File: src/rtl/rbcp_reg_slave.sv
`default_nettype none
// ============================================================================
// Module   : rbcp_reg_slave
// Purpose  : SiTCP RBCP register slave occupying a 16-byte window.
//            Provides a firmware ID, a control register, self-clearing
//            command pulses, a coherent 32-bit status snapshot and a
//            saturating count of FIFO-full rising edges.
// Ports    : CLK, RST (async, active-high)
//            RBCP_ADDR/WD/WE/RE : access strobes from the SiTCP core
//            RBCP_ACK/RD        : registered acknowledge and read data
//                                 (RD is 0 whenever ACK is 0 so slaves can be ORed)
//            STATUS_IN          : live status word
//            FIFO_FULL_IN       : TX FIFO almost-full level
//            CTRL_OUT           : control register
//            PULSE_OUT          : one-cycle command pulses
// Revision : 1.0 - initial release
// ============================================================================
module rbcp_reg_slave #(
  parameter logic [31:0] BASE_ADDR = 32'h0000_0000,
  parameter logic [31:0] FW_ID     = 32'h4B37_0001,
  parameter logic [7:0]  CTRL_RST  = 8'h00
) (
  input  logic        CLK,
  input  logic        RST,
  input  logic [31:0] RBCP_ADDR,
  input  logic [7:0]  RBCP_WD,
  input  logic        RBCP_WE,
  input  logic        RBCP_RE,
  output logic        RBCP_ACK,
  output logic [7:0]  RBCP_RD,
  input  logic [31:0] STATUS_IN,
  input  logic        FIFO_FULL_IN,
  output logic [7:0]  CTRL_OUT,
  output logic [7:0]  PULSE_OUT
);

  localparam logic [31:0] CNT_MAX = 32'hFFFF_FFFF;

  logic        ack;
  logic [7:0]  rd_data;
  logic [7:0]  ctrl;
  logic [7:0]  pulse;
  logic [31:0] status_snap;
  logic [31:0] cnt_snap;
  logic [31:0] fullcnt;
  logic [31:0] fullcnt_next;
  logic        fifo_prev;

  logic        hit;
  logic [3:0]  offset;
  logic        wr_hit;
  logic        rd_hit;
  logic        fifo_rise;
  logic        cnt_clr;
  logic [7:0]  read_byte;

  // Big-endian byte pick: index 0 is bits [31:24].
  function automatic logic [7:0] be_byte(input logic [31:0] word, input logic [1:0] idx);
    logic [7:0] b;
    case (idx)
      2'd0:    b = word[31:24];
      2'd1:    b = word[23:16];
      2'd2:    b = word[15:8];
      default: b = word[7:0];
    endcase
    return b;
  endfunction

  assign hit       = (RBCP_ADDR[31:4] == BASE_ADDR[31:4]);
  assign offset    = RBCP_ADDR[3:0];
  // A simultaneous WE+RE is a write; the read side is suppressed.
  assign wr_hit    = RBCP_WE & hit;
  assign rd_hit    = RBCP_RE & ~RBCP_WE & hit;
  assign fifo_rise = FIFO_FULL_IN & ~fifo_prev;
  assign cnt_clr   = wr_hit & (offset[3:2] == 2'b11);

  // Clear takes priority over a coincident edge; counting stops at all-ones.
  always_comb begin
    fullcnt_next = fullcnt;
    if (cnt_clr) begin
      fullcnt_next = 32'h0000_0000;
    end else if (fifo_rise && (fullcnt != CNT_MAX)) begin
      fullcnt_next = fullcnt + 32'd1;
    end
  end

  // The first byte of STATUS/FULLCNT comes from the live value; the rest
  // come from the snapshot taken by that first read.
  always_comb begin
    read_byte = 8'h00;
    case (offset[3:2])
      2'b00: read_byte = be_byte(FW_ID, offset[1:0]);
      2'b01: read_byte = (offset[1:0] == 2'b00) ? ctrl : 8'h00;
      2'b10: read_byte = (offset[1:0] == 2'b00) ? STATUS_IN[31:24]
                                                : be_byte(status_snap, offset[1:0]);
      default: read_byte = (offset[1:0] == 2'b00) ? fullcnt[31:24]
                                                  : be_byte(cnt_snap, offset[1:0]);
    endcase
  end

  always_ff @(posedge CLK or posedge RST) begin
    if (RST) begin
      ack         <= 1'b0;
      rd_data     <= 8'h00;
      ctrl        <= CTRL_RST;
      pulse       <= 8'h00;
      status_snap <= 32'h0000_0000;
      cnt_snap    <= 32'h0000_0000;
      fullcnt     <= 32'h0000_0000;
      fifo_prev   <= 1'b0;
    end else begin
      ack       <= wr_hit | rd_hit;
      rd_data   <= rd_hit ? read_byte : 8'h00;
      pulse     <= (wr_hit && offset == 4'h5) ? RBCP_WD : 8'h00;
      fifo_prev <= FIFO_FULL_IN;
      fullcnt   <= fullcnt_next;
      if (wr_hit && offset == 4'h4) begin
        ctrl <= RBCP_WD;
      end
      if (rd_hit && offset == 4'h8) begin
        status_snap <= STATUS_IN;
      end
      if (rd_hit && offset == 4'hC) begin
        cnt_snap <= fullcnt;
      end
    end
  end

  assign RBCP_ACK  = ack;
  assign RBCP_RD   = rd_data;
  assign CTRL_OUT  = ctrl;
  assign PULSE_OUT = pulse;

endmodule
`default_nettype wire

File: config.mk
export PLATFORM = sky130hd
export DESIGN_NAME = rbcp_reg_slave
export DESIGN_NICKNAME = d
export VERILOG_FILES = /design/src/rtl/rbcp_reg_slave.sv
export SDC_FILE = /design/constraint.sdc
export NUM_CORES = 1
export LEC_CHECK = 0
export CORE_UTILIZATION = 27
export CTS_BUF_LIST = sky130_fd_sc_hd__clkbuf_8
export CTS_CLUSTER_SIZE = 20
export DETAILED_ROUTE_END_ITERATION = 8
export SLEW_MARGIN = 0
export SYNTH_ARGS = -nofsm -noshare
export SYNTH_HDL_FRONTEND = slang
export SYNTH_SLANG_ARGS = --single-unit
File: constraint.sdc
create_clock -name CLK -period 3.69 [get_ports CLK]
set_input_delay 1.107 -clock CLK [delete_from_list [all_inputs] [get_ports CLK]]
set_output_delay 1.107 -clock CLK [all_outputs]
set_load 0.1 [all_outputs]
Word level (Yosys, flattened, before mapping)
Index checks and enable logic that the tools add are counted.
{"block": "totals", "register_bits": 106, "word_cells": 47, "inputBits": 77}
{"block": "classes", "addsub": 1, "reduce_logical": 9, "muxes": 11, "n_eq_ne": 10, "bitwise": 8}
{"operator": "2-to-1 mux 32 bit", "count": 2}
{"operator": "2-to-1 mux 8 bit", "count": 5}
{"operator": "adder 32 x 1 -> 32 bit, second input constant", "count": 1}
{"operator": "inequality test 32 bit, second input constant", "count": 1}
{"operator": "one-hot mux 8 bit (2 select lines)", "count": 2}
{"operator": "zero test 28 bit", "count": 1}
{"operator": "one-hot mux 8 bit (3 select lines)", "count": 1}
{"operator": "one-hot mux 7 bit (3 select lines)", "count": 1}
{"operator": "equality test 4 x 3 -> 1 bit, second input constant", "count": 2}
{"operator": "equality test 4 bit, second input constant", "count": 2}
{"operator": "equality test 2 bit, second input constant", "count": 3}
{"operator": "AND 1 bit", "count": 5}
{"operator": "logical AND 1 bit", "count": 5}
{"operator": "equality test 2 x 1 -> 1 bit, second input constant", "count": 2}
{"operator": "zero test 2 bit", "count": 2}
{"operator": "inverter 1 bit", "count": 2}
{"operator": "nonzero test 2 bit", "count": 1}
{"operator": "bitwise OR 1 bit", "count": 1}

Longest topological paths before layout
Gate-level depths: netlist (run 1).
{"block": "logic_depth", "word_depth": 5, "mapped_depth": 9, "ltp_nobuf": 7}

Worst setup path after synthesis (run 1)
No wires, ideal clock.
{"block": "synth_timing", "path_type": "input port to flip-flop", "from": "input port FIFO_FULL_IN", "to": "register fullcnt[27]", "setup_slack_ns": 0.905, "n_path_buf": 1, "arrival_ns": 2.707, "path_stages": 6, "t_required_ns": 3.612, "setup_ns": 0.078, "path_cell_list": "nand2b_1 > or4_1 > or3_1 > buf_2 > or4_1 > a21oi_1"}
{"block": "synth_via", "elab_chain_cells": 3}
{"element": "from (decl)", "line_no": "32", "source": "input logic FIFO_FULL_IN,"}
{"element": "AND 1 bit", "line_no": "74", "source": "assign fifo_rise = FIFO_FULL_IN & ~fifo_prev;"}
{"element": "logical AND 1 bit", "line_no": "82", "source": "end else if (fifo_rise && (fullcnt != CNT_MAX)) begin"}
{"element": "nonzero test 2 bit (no line)"}
{"element": "to (signal assigned)", "line_no": "116", "source": "fullcnt <= fullcnt_next;"}
{"element": "to (decl)", "line_no": "45", "source": "logic [31:0] fullcnt;"}
Every way passes these cells.
A chain may end at the register's enable or synchronous reset.

Final worst setup path (run 1)
{"block": "layout_timing", "from": "input port RBCP_ADDR[0]", "to": "register rd_data[3], in the netlist RBCP_RD[3]"}
{"block": "layout_via", "elab_chain_cells": 5}
{"element": "from (decl)", "line_no": "25", "source": "input logic [31:0] RBCP_ADDR,"}
{"element": "equality test 2 bit / equality test 2 x 1 -> 1 bit (equally long branches)", "line_no": "60", "source": "case (idx)"}
{"element": "one-hot mux 8 bit (2 select lines)", "line_no": "60"}
{"element": "2-to-1 mux 8 bit (on tied branches)", "line_no": "96, 94"}
{"element": "one-hot mux 8 bit (3 select lines) *", "line_no": "91", "source": "case (offset[3:2])"}
{"element": "2-to-1 mux 8 bit *", "line_no": "113", "source": "rd_data <= rd_hit ? read_byte : 8'h00;"}
{"element": "to (signal assigned)", "line_no": "113"}
{"element": "to (decl)", "line_no": "40", "source": "logic [7:0] rd_data;"}
Every way passes the cells marked *; elsewhere a longest branch is shown, timed or not.

==> implementation parameters, run 1 <==
Parameter                              Value

Route
  DRT Wirelength    14.0 mm
  Number of vias in the routed layout    4248
  Antenna viol nets, final    0
  Count of unresolved DRC violations after routing    0
  Number of detailed-route iterations in the first pass    6
  1st-iter DRT viols    234
  Wire per inst    16.4 microns
  Post-detailed-route via-to-cell ratio    4.99

Critical path
  Worst setup EP type    register
  Launching instance or port of the critical path    RBCP_ADDR[0]
  Startpoint of the worst-slack reg-to-reg timing path    fullcnt[0]$_DFFE_PP0P_
  Worst EP required    3.91 ns
  Depth of the worst register-to-register path    7
  Worst Path Arrival    3.37 ns
  Start-to-end type of the worst setup path    in -> reg
  Kind of start point of the critical path    input port
  Maximum fanout count along the critical path    9

Synthesis
  Part of the Yosys area used for sequential elements    0.507
  Cell variety after synth    41
  Async S/R FF share, synth    1.00
  Synthesized netlist net count    568
  Syn avg cell area    10.8 sq um
  Number of synthesized flops with an enable pin    0
  Synthesis-stage register bit count    106
  Summed instance area of the synthesized netlist    5240 sq um
  Number of warnings issued by yosys    0
  Most instantiated flip-flop cell in the synthesis netlist    sky130_fd_sc_hd__dfrtp_1
  Cell count after synthesis    485

Worst hold path
  Min-delay src    cnt_snap[0]$_DFFE_PP0P_
  Tightest Hold Check Type    reg -> reg
  Cells on Worst Hold Path    1

Clock network
  Number of hold buffers added after cts    0
  CTS max path bufs    2
  Clock transition at the registers of the reported paths    0.10 ns
  Setup bufs post-CTS    0
  Post-cts sizing count    0
  Clock tree root driver cell    sky130_fd_sc_hd__clkbuf_8
  CTS Sinks    106
  CTS tree    yes
  H-tree depth    3
  Clock insertion delay at the later pin of the skew report    0.38 ns
  Number of buffers inserted during clock tree synthesis    9

Layout
  Filler-free cell count of the finished design    852
  Most common library cell in the layout ignoring fill and taps    sky130_fd_sc_hd__dfrtp_1
  Antenna diode instance count    0
  Area added between synthesis and finish    29.8%
  Most frequent cells in the layout    106 x sky130_fd_sc_hd__dfrtp_1, 76 x sky130_fd_sc_hd__clkdlybuf4s50_1, 56 x sky130_fd_sc_hd__mux2_2
  Share of final-layout standard cells stronger than drive strength 1    0.206
  Final net count    670

Global routing
  Global-route congestion overflow total    0
  Overall global routing resource usage    0.148
  Largest net degree at the start of global routing    89
  Number of global-route vias before repair    4324
  First-pass GRT wire length    22.8 mm
  Number of antenna violations at the first check in global routing    0

Die
  Num rows    50
  Floorplan Core Area    18800 sq um
  Width of the die    141 microns
  DIE HEIGHT    141 microns
  Number of top-level pins    102
  Total die area    20000 sq um
  Initial cell density of the core    0.278

Run
  Number of max-cap violations    0

Timing
  Tightest slew margin relative to the limit    0.494
  Max frequency    318 MHz
  Unrepaired setup endpoints after global routing    no
  Period utilization    0.854
  Final-report hold violation count    0
  Clock skew    0.0103 ns
  Minimum period implied by the final worst setup slack    3.15 ns
  Total negative slack    0 ns
  Count of endpoints failing setup in the final report    0
  Number of max-slew violations in the final report    0
  Slew at the pin closest to its max-slew limit    0.751 ns

Place
  Cell count after placement    836
  Input/output buffers    101
  Routability congestion estimate from global placement    0.842
  HPWL after detailed placement    10.3 mm

Power and ir drop
  Static leakage power    2.93 nW
  VDD IR max    0.170 mV
  PD cells    359 nW/um^2

Outcome
  Outcome    finished clean
[state kept, by name, indices dropped and copies added (netlist names)]
name,flops
fullcnt,32
RBCP_ACK,1
status_snap,24
cnt_snap,24
CTRL_OUT,8
PULSE_OUT,8
fifo_prev,1
RBCP_RD,8
[per-layer routing]
layer	global-route usage	share of wire	up-vias
met5	0	0	-
met4	0.0584	0.018	0
met3	0.0350	0.054	25
met2	0.237	0.48	128
met1	0.192	0.45	2097
li1	-	-	1998
[synth_stat cells (5+ instances only)]
library cell | instances | area, sq um
sky130_fd_sc_hd__nor2_1 | 41 | 154
sky130_fd_sc_hd__a211oi_1 | 25 | 188
sky130_fd_sc_hd__and2_1 | 12 | 75.1
sky130_fd_sc_hd__nand4_1 | 9 | 56.3
sky130_fd_sc_hd__a21o_1 | 5 | 37.5
sky130_fd_sc_hd__nand2_1 | 23 | 86.3
sky130_fd_sc_hd__clkbuf_1 | 25 | 93.8
sky130_fd_sc_hd__a22oi_1 | 16 | 120
sky130_fd_sc_hd__a2111oi_0 | 7 | 61.3
sky130_fd_sc_hd__xnor2_1 | 20 | 175
sky130_fd_sc_hd__and3_1 | 9 | 56.3
sky130_fd_sc_hd__buf_1 | 5 | 18.8
sky130_fd_sc_hd__ha_1 | 6 | 75.1
sky130_fd_sc_hd__and4_1 | 7 | 61.3
sky130_fd_sc_hd__nor4_1 | 18 | 113
sky130_fd_sc_hd__a21oi_1 | 24 | 120
sky130_fd_sc_hd__nand3_1 | 16 | 80.1
sky130_fd_sc_hd__dfrtp_1 | 106 | 2650
sky130_fd_sc_hd__inv_1 | 8 | 30.0
sky130_fd_sc_hd__or4_1 | 7 | 52.6
sky130_fd_sc_hd__mux2_2 | 56 | 631
[critical path: stages]
cell	delay, ns
sky130_fd_sc_hd__clkdlybuf4s50_1	0.45
sky130_fd_sc_hd__inv_1	0.15
sky130_fd_sc_hd__ha_1	0.42
sky130_fd_sc_hd__buf_4	0.24
sky130_fd_sc_hd__a22oi_1	0.09
sky130_fd_sc_hd__a211oi_1	0.31
sky130_fd_sc_hd__a211oi_1	0.10
sky130_fd_sc_hd__a2111oi_0	0.51
[power breakdown]
part           internal, mW  total, mW  leakage, nW  switching (mW)
logic                 0.176      0.332         1.41           0.156
registers              1.22       1.32         1.41          0.0990
clock network         0.396      0.790        0.113           0.394
total                  1.79       2.44         2.93           0.649
[through the flow]
stage	area (sq um)	worst slack, ns	total power [mW]	hold WS [ns]	utilization
2_1_floorplan	5240	0.905	1.50	0.480	-
6_report	6790	0.540	2.44	0.516	0.361
3_3_place_gp	6570	0.227	1.66	0.489	0.349
3_5_place_dp	6570	0.181	1.67	0.497	0.349
4_1_cts	6790	0.567	2.47	0.522	0.361
5_1_grt	6790	0.435	2.57	0.538	0.361
[kinds of logic after synthesis]
kind of cell	after synthesis	synth area share
and+or+nand+nor	154	0.156
DFF	106	0.507
AOI/OAI and AO/OA	100	0.135
muxes	58	0.124
buffers and inverters	41	0.0299
xor gates and xnor gates	20	0.0335
adders and majority gates	6	0.0143
[area by class of cell]
cell class                 instances  area [sq um]
clock buffer                      10           138
fill                            1854         12000
multi-input combinational        338          2430
sequential                       106          2650
inverter                           9          37.5
tap                              260           325
clock inverter                     6          81.3
timing repair buffer             123          1130
[final timing paths]
path	endpoint	slack (ns)
worst max-delay path	RBCP_RD[3]$_DFF_PP0_	0.54
worst min-delay path	cnt_snap[0]$_DFFE_PP0P_	0.52
worst max register to register	fullcnt[19]$_DFFE_PP0P_	1.03
worst min register to register	cnt_snap[0]$_DFFE_PP0P_	0.52
max in group asynchronous	cnt_snap[19]$_DFFE_PP0P_	1.83
min in group asynchronous	RBCP_ACK$_DFF_PP0_	1.07
Note: power is estimated with default switching activity, not from simulation.
==> run 2: changes to the inputs <==
--- a/config.mk
+++ b/config.mk
@@ -5,6 +5,7 @@
 export SDC_FILE = /design/constraint.sdc
 export NUM_CORES = 1
 export LEC_CHECK = 0
+export CORE_ASPECT_RATIO = 0.8
 export CORE_UTILIZATION = 27
 export CTS_BUF_LIST = sky130_fd_sc_hd__clkbuf_8
 export CTS_CLUSTER_SIZE = 20
==> run 2 against run 1 <==
Core utilization fell by 0.35 points. Final cell count stayed put. Die area about the same. Worst hold slack worse by 0.0047 ns. Maximum frequency grew 1.9%. Sequential cell count is the same. Critical path depth is 1 lower.
==> implementation parameters, run 2 (synthesized netlist as in run 1, its figures left out) <==
Parameter                              Value

Critical path
  Kind of start point of the critical path    input port
  CP max stage delay    0.49 ns
  Start-to-end type of the worst setup path    in -> reg
  Worst Path Arrival    3.33 ns
  Slowest-stage cell, CP    sky130_fd_sc_hd__a2111oi_0
  Cell type group with the largest total delay on the critical path    compound AO/OA/AOI/OAI gates
  Worst setup EP type    register
  Worst EP required    3.93 ns
  Buf/Inv on CP    2
  Maximum fanout count along the critical path    12
  Cells along the critical path    clkdlybuf4s50_1, inv_1, ha_1, a22oi_1, a211oi_1, a21oi_1, a2111oi_0

Global routing
  Layer carrying the most global-route usage    met2
  Met1 capacity usage during global routing    0.215
  Number of global-route vias before repair    4298
  Routing usage on met3    0.0420
  Overall global routing resource usage    0.151
  Met2 capacity usage during global routing    0.223
  Number of antenna violations at the first check in global routing    0
  Largest net degree at the start of global routing    65
  First-pass GRT wire length    23.2 mm
  Global-route congestion overflow total    0

Place
  Routability congestion estimate from global placement    0.880
  Input/output buffers    101
  Cell count after placement    836
  HPWL after detailed placement    10.9 mm

Layout
  Most common library cell in the layout ignoring fill and taps    sky130_fd_sc_hd__dfrtp_1
  Flip-flop count of the largest register after layout    32
  Filler-free cell count of the finished design    852
  Antenna diode instance count    0
  Post-route core utilization    0.357
  Most frequent cells in the layout    106 x sky130_fd_sc_hd__dfrtp_1, 76 x sky130_fd_sc_hd__clkdlybuf4s50_1, 56 x sky130_fd_sc_hd__mux2_2
  Final net count    672
  Largest register by flop count    fullcnt
  Share of final-layout standard cells stronger than drive strength 1    0.209
  Top Registers    fullcnt: 32 flops, cnt_snap: 24 flops, status_snap: 24 flops
  Area added between synthesis and finish    29.5%

Clock network
  Post-cts sizing count    0
  Setup bufs post-CTS    0
  CTS tree    yes
  CTS Sinks    106
  H-tree depth    3
  Clock insertion delay at the later pin of the skew report    0.39 ns
  Clock tree root driver cell    sky130_fd_sc_hd__clkbuf_8
  CTS max path bufs    2
  Number of buffers inserted during clock tree synthesis    9
  Clock transition at the registers of the reported paths    0.10 ns
  Number of hold buffers added after cts    0

Run
  Number of max-cap violations    0

Route
  1st-iter DRT viols    278
  Number of detailed-route iterations in the first pass    4
  Wire per inst    17.1 microns
  Antenna viol nets, final    0
  Number of vias in the routed layout    4233
  DRT Wirelength    14.6 mm
  Post-detailed-route via-to-cell ratio    4.97
  Count of unresolved DRC violations after routing    0

Outcome
  Outcome    finished clean

Timing
  Unrepaired setup endpoints after global routing    no
  Tightest slew margin relative to the limit    0.511
  Minimum period implied by the final worst setup slack    3.09 ns
  Clock skew    0.0116 ns
  Period utilization    0.837
  Slew at the pin closest to its max-slew limit    0.727 ns
  Total negative slack    0 ns
  Number of max-slew violations in the final report    0
  Count of endpoints failing setup in the final report    0
  Final-report hold violation count    0
  Max frequency    324 MHz

Die
  Num rows    45
  Number of top-level pins    102
  Initial cell density of the core    0.276
  Total die area    20000 sq um
  Width of the die    158 microns
  DIE HEIGHT    127 microns
  Floorplan Core Area    19000 sq um

Power and ir drop
  PD cells    353 nW/um^2
  Overall power of the completed layout    2.39 mW
  Static leakage power    2.92 nW
  VDD IR max    0.159 mV

Worst hold path
  Tightest Hold Check Type    reg -> reg
-- run 2: per-stage QoR --
stage | hold slack, ns | instance area [sq um] | worst slack, ns
detailed placement | 0.493 | 6590 | 0.210
floorplan | 0.480 | 5240 | 0.905
global placement | 0.489 | 6590 | 0.256
finish | 0.512 | 6780 | 0.600
global route | 0.530 | 6780 | 0.482
CTS | 0.516 | 6780 | 0.624
-- run 2: path summary, 6_finish.rpt --
| kind | from | end | slack, ns | depth (start not counted) |
|---|---|---|---|---|
| max reg2reg | fullcnt[0]$_DFFE_PP0P_ | fullcnt[19]$_DFFE_PP0P_ | 1.08 | 7 |
| max in group asynchronous | RST | PULSE_OUT[1]$_DFF_PP0_ | 1.95 | 3 |
| min | status_snap[6]$_DFFE_PP0P_ | status_snap[6]$_DFFE_PP0P_ | 0.51 | 1 |
| max | RBCP_ADDR[1] | RBCP_RD[3]$_DFF_PP0_ | 0.60 | 7 |
| min in group asynchronous | RST | fullcnt[19]$_DFFE_PP0P_ | 1.04 | 2 |
| min reg2reg | status_snap[6]$_DFFE_PP0P_ | status_snap[6]$_DFFE_PP0P_ | 0.51 | 1 |
-- run 2: where the power goes --
group          internal, mW  total (mW)  switching, mW
Clock                 0.314       0.737          0.423
Combinational         0.178       0.340          0.162
Sequential             1.22        1.31         0.0976
Total                  1.71        2.39          0.682
-- run 2: layout make-up --
| cell class | instances | area [sq um] |
|---|---|---|
| clock inverters | 7 | 68.8 |
| clock buffers | 9 | 124 |
| flip-flops and latches | 106 | 2650 |
| inverters | 9 | 37.5 |
| well taps | 258 | 323 |
| repair buffers | 125 | 1140 |
| fillers | 1874 | 12200 |
| multi-input cells | 338 | 2430 |
-- run 2: per-layer routing --
metal  up-vias  wire, microns
met5         -              0
met2       138           6320
met3        15            891
li1       2003              -
met1      2077           7200
met4         0            194
==> run 3: changes to the inputs <==
==> constraint.sdc (replaced) <==
create_clock -name CLK -period 2.9 [get_ports CLK]
set_input_delay 0.87 -clock CLK [delete_from_list [all_inputs] [get_ports CLK]]
set_output_delay 0.87 -clock CLK [all_outputs]
set_load 0.1 [all_outputs]
==> run 3 against run 2 <==
Sequential cell count did not move. Largest power group unchanged. Largest cell class unchanged. Sequential share of layout area fell by 1.1 points. Combinational power rose by 30%. Highest routed layer unchanged. Count of clock-buffer cells in the layout did not move. Worst setup slack got worse by 0.51 ns. Via count rose by 1.9%.
==> implementation parameters, run 3 (synthesized netlist as in run 1, its figures left out) <==
Parameter                              Value

Outcome
  Outcome    finished clean

Clock network
  Number of hold buffers added after cts    0
  Setup bufs post-CTS    0
  Clock transition at the registers of the reported paths    0.11 ns
  CTS tree    yes
  Post-cts sizing count    0
  CTS max path bufs    2
  Clock tree root driver cell    sky130_fd_sc_hd__clkbuf_8
  H-tree depth    3
  Clock insertion delay at the later pin of the skew report    0.37 ns
  CTS Sinks    106
  Number of buffers inserted during clock tree synthesis    9

Power and ir drop
  VDD IR max    0.214 mV
  PD cells    438 nW/um^2
  Overall power of the completed layout    3.06 mW
  Static leakage power    3.04 nW

Die
  Width of the die    158 microns
  Number of top-level pins    102
  Floorplan Core Area    19000 sq um
  DIE HEIGHT    127 microns
  Total die area    20000 sq um
  Initial cell density of the core    0.276
  Num rows    45

Global routing
  Overall global routing resource usage    0.150
  Number of antenna violations at the first check in global routing    0
  First-pass GRT wire length    23.5 mm
  Largest net degree at the start of global routing    63
  Global-route congestion overflow total    0
  Number of global-route vias before repair    4357

Layout
  Fill count    1881
  Area added between synthesis and finish    33.3%
  Largest register by flop count    fullcnt
  Most common library cell in the layout ignoring fill and taps    sky130_fd_sc_hd__dfrtp_1
  Flip-flop count of the largest register after layout    32
  Filler-free cell count of the finished design    869
  Antenna diode instance count    0
  Final standard cell area without fillers    6980 sq um
  Most frequent cells in the layout    106 x sky130_fd_sc_hd__dfrtp_1, 76 x sky130_fd_sc_hd__clkdlybuf4s50_1, 60 x sky130_fd_sc_hd__buf_4
  Top Registers    fullcnt: 32 flops, cnt_snap: 24 flops, status_snap: 24 flops
  Seq. cell area    2650 sq um
  Share of final-layout standard cells stronger than drive strength 1    0.231
  Multi-input logic area    2430 sq um
  Final net count    689

Place
  Placed inst area    6780 sq um
  Routability congestion estimate from global placement    0.813
  Cell count after placement    853
  HPWL after detailed placement    10.8 mm
  Input/output buffers    101

Critical path
  Maximum fanout count along the critical path    9
  Start-to-end type of the worst setup path    in -> reg
  Worst setup EP type    register
  Kind of start point of the critical path    input port
  Worst EP required    3.20 ns
  Worst Path Arrival    3.12 ns

Timing
  Count of endpoints failing setup in the final report    0
  Slew at the pin closest to its max-slew limit    0.539 ns
  Unrepaired setup endpoints after global routing    no
  Final-report hold violation count    0
  Number of max-slew violations in the final report    0
  Worst hold-check slack    0.517 ns
  Max frequency    356 MHz
  Minimum period implied by the final worst setup slack    2.81 ns
  Tightest slew margin relative to the limit    0.631
  Period utilization    0.969
  Clock skew    0.0103 ns

Route
  1st-iter DRT viols    238
  Number of detailed-route iterations in the first pass    5
  Number of vias in the routed layout    4313
  Post-detailed-route via-to-cell ratio    4.96
  DRT Wirelength    14.3 mm
  Wire per inst    16.5 microns
  Antenna viol nets, final    0
  Count of unresolved DRC violations after routing    0

Worst hold path
  Tightest Hold Check Type    reg -> reg

Run
  Number of max-cap violations    0
## run 3: cell count changes in the layout (fill, tap and decap cells not counted)
cell                       previous run  this run
sky130_fd_sc_hd__buf_12               1         6
sky130_fd_sc_hd__buf_4               48        60
sky130_fd_sc_hd__clkinv_2             2         0
sky130_fd_sc_hd__clkinv_4             0         2
sky130_fd_sc_hd__inv_6                2         1
sky130_fd_sc_hd__inv_8                0         1
## run 3: worst max-delay path, cell delays in order
cell,delay (ns)
sky130_fd_sc_hd__clkdlybuf4s50_1,0.48
sky130_fd_sc_hd__nand2b_1,0.10
sky130_fd_sc_hd__or4_1,0.60
sky130_fd_sc_hd__or3_1,0.45
sky130_fd_sc_hd__or4_1,0.44
sky130_fd_sc_hd__a21oi_1,0.17
## run 3: worst paths after layout
path / from / to / slack [ns] / cells after the start
setup / recovery: FIFO_FULL_IN / fullcnt[27]$_DFFE_PP0P_ / 0.09 / 6
hold / removal: cnt_snap[21]$_DFFE_PP0P_ / cnt_snap[21]$_DFFE_PP0P_ / 0.52 / 1
setup reg to reg: fullcnt[0]$_DFFE_PP0P_ / fullcnt[19]$_DFFE_PP0P_ / 0.52 / 7
hold reg to reg: cnt_snap[21]$_DFFE_PP0P_ / cnt_snap[21]$_DFFE_PP0P_ / 0.52 / 1
max in group asynchronous: RST / status_snap[3]$_DFFE_PP0P_ / 1.48 / 3
min in group asynchronous: RST / fifo_prev$_DFF_PP0_ / 0.81 / 2
## run 3: area by class of cell
type	count	area share
Sequential cell	106	0.380
Multi-Input combinational cell	338	0.349
Timing Repair Buffer	142	0.191
Tap cell	258	0.0463
Clock buffer	9	0.0177
Clock inverter	7	0.0113
Inverter	9	0.00538
## run 3: through the flow
stage | TNS, ns | setup slack, ns | util
floorplan | 0 | 0.352 | -
global placement | -1.68 | -0.276 | 0.357
detailed placement | -2.13 | -0.306 | 0.357
CTS | 0 | 0.101 | 0.368
global route | 0 | 0.00825 | 0.368
finish | 0 | 0.0893 | 0.368
## run 3: power breakdown
part           total [mW]  internal (mW)  switching (mW)
Sequential           1.67           1.55           0.125
Clock               0.945          0.409           0.536
Combinational       0.442          0.237           0.205
Total                3.06           2.19           0.866
## run 3: layer usage
metal / wire [microns] / track usage / vias to the layer above
met3: 1000 / 0.0348 / 14
met2: 6130 / 0.219 / 143
met1: 7040 / 0.219 / 2111
met4: 164 / 0.0371 / 0
li1: - / - / 2045
met5: 0 / 0 / -
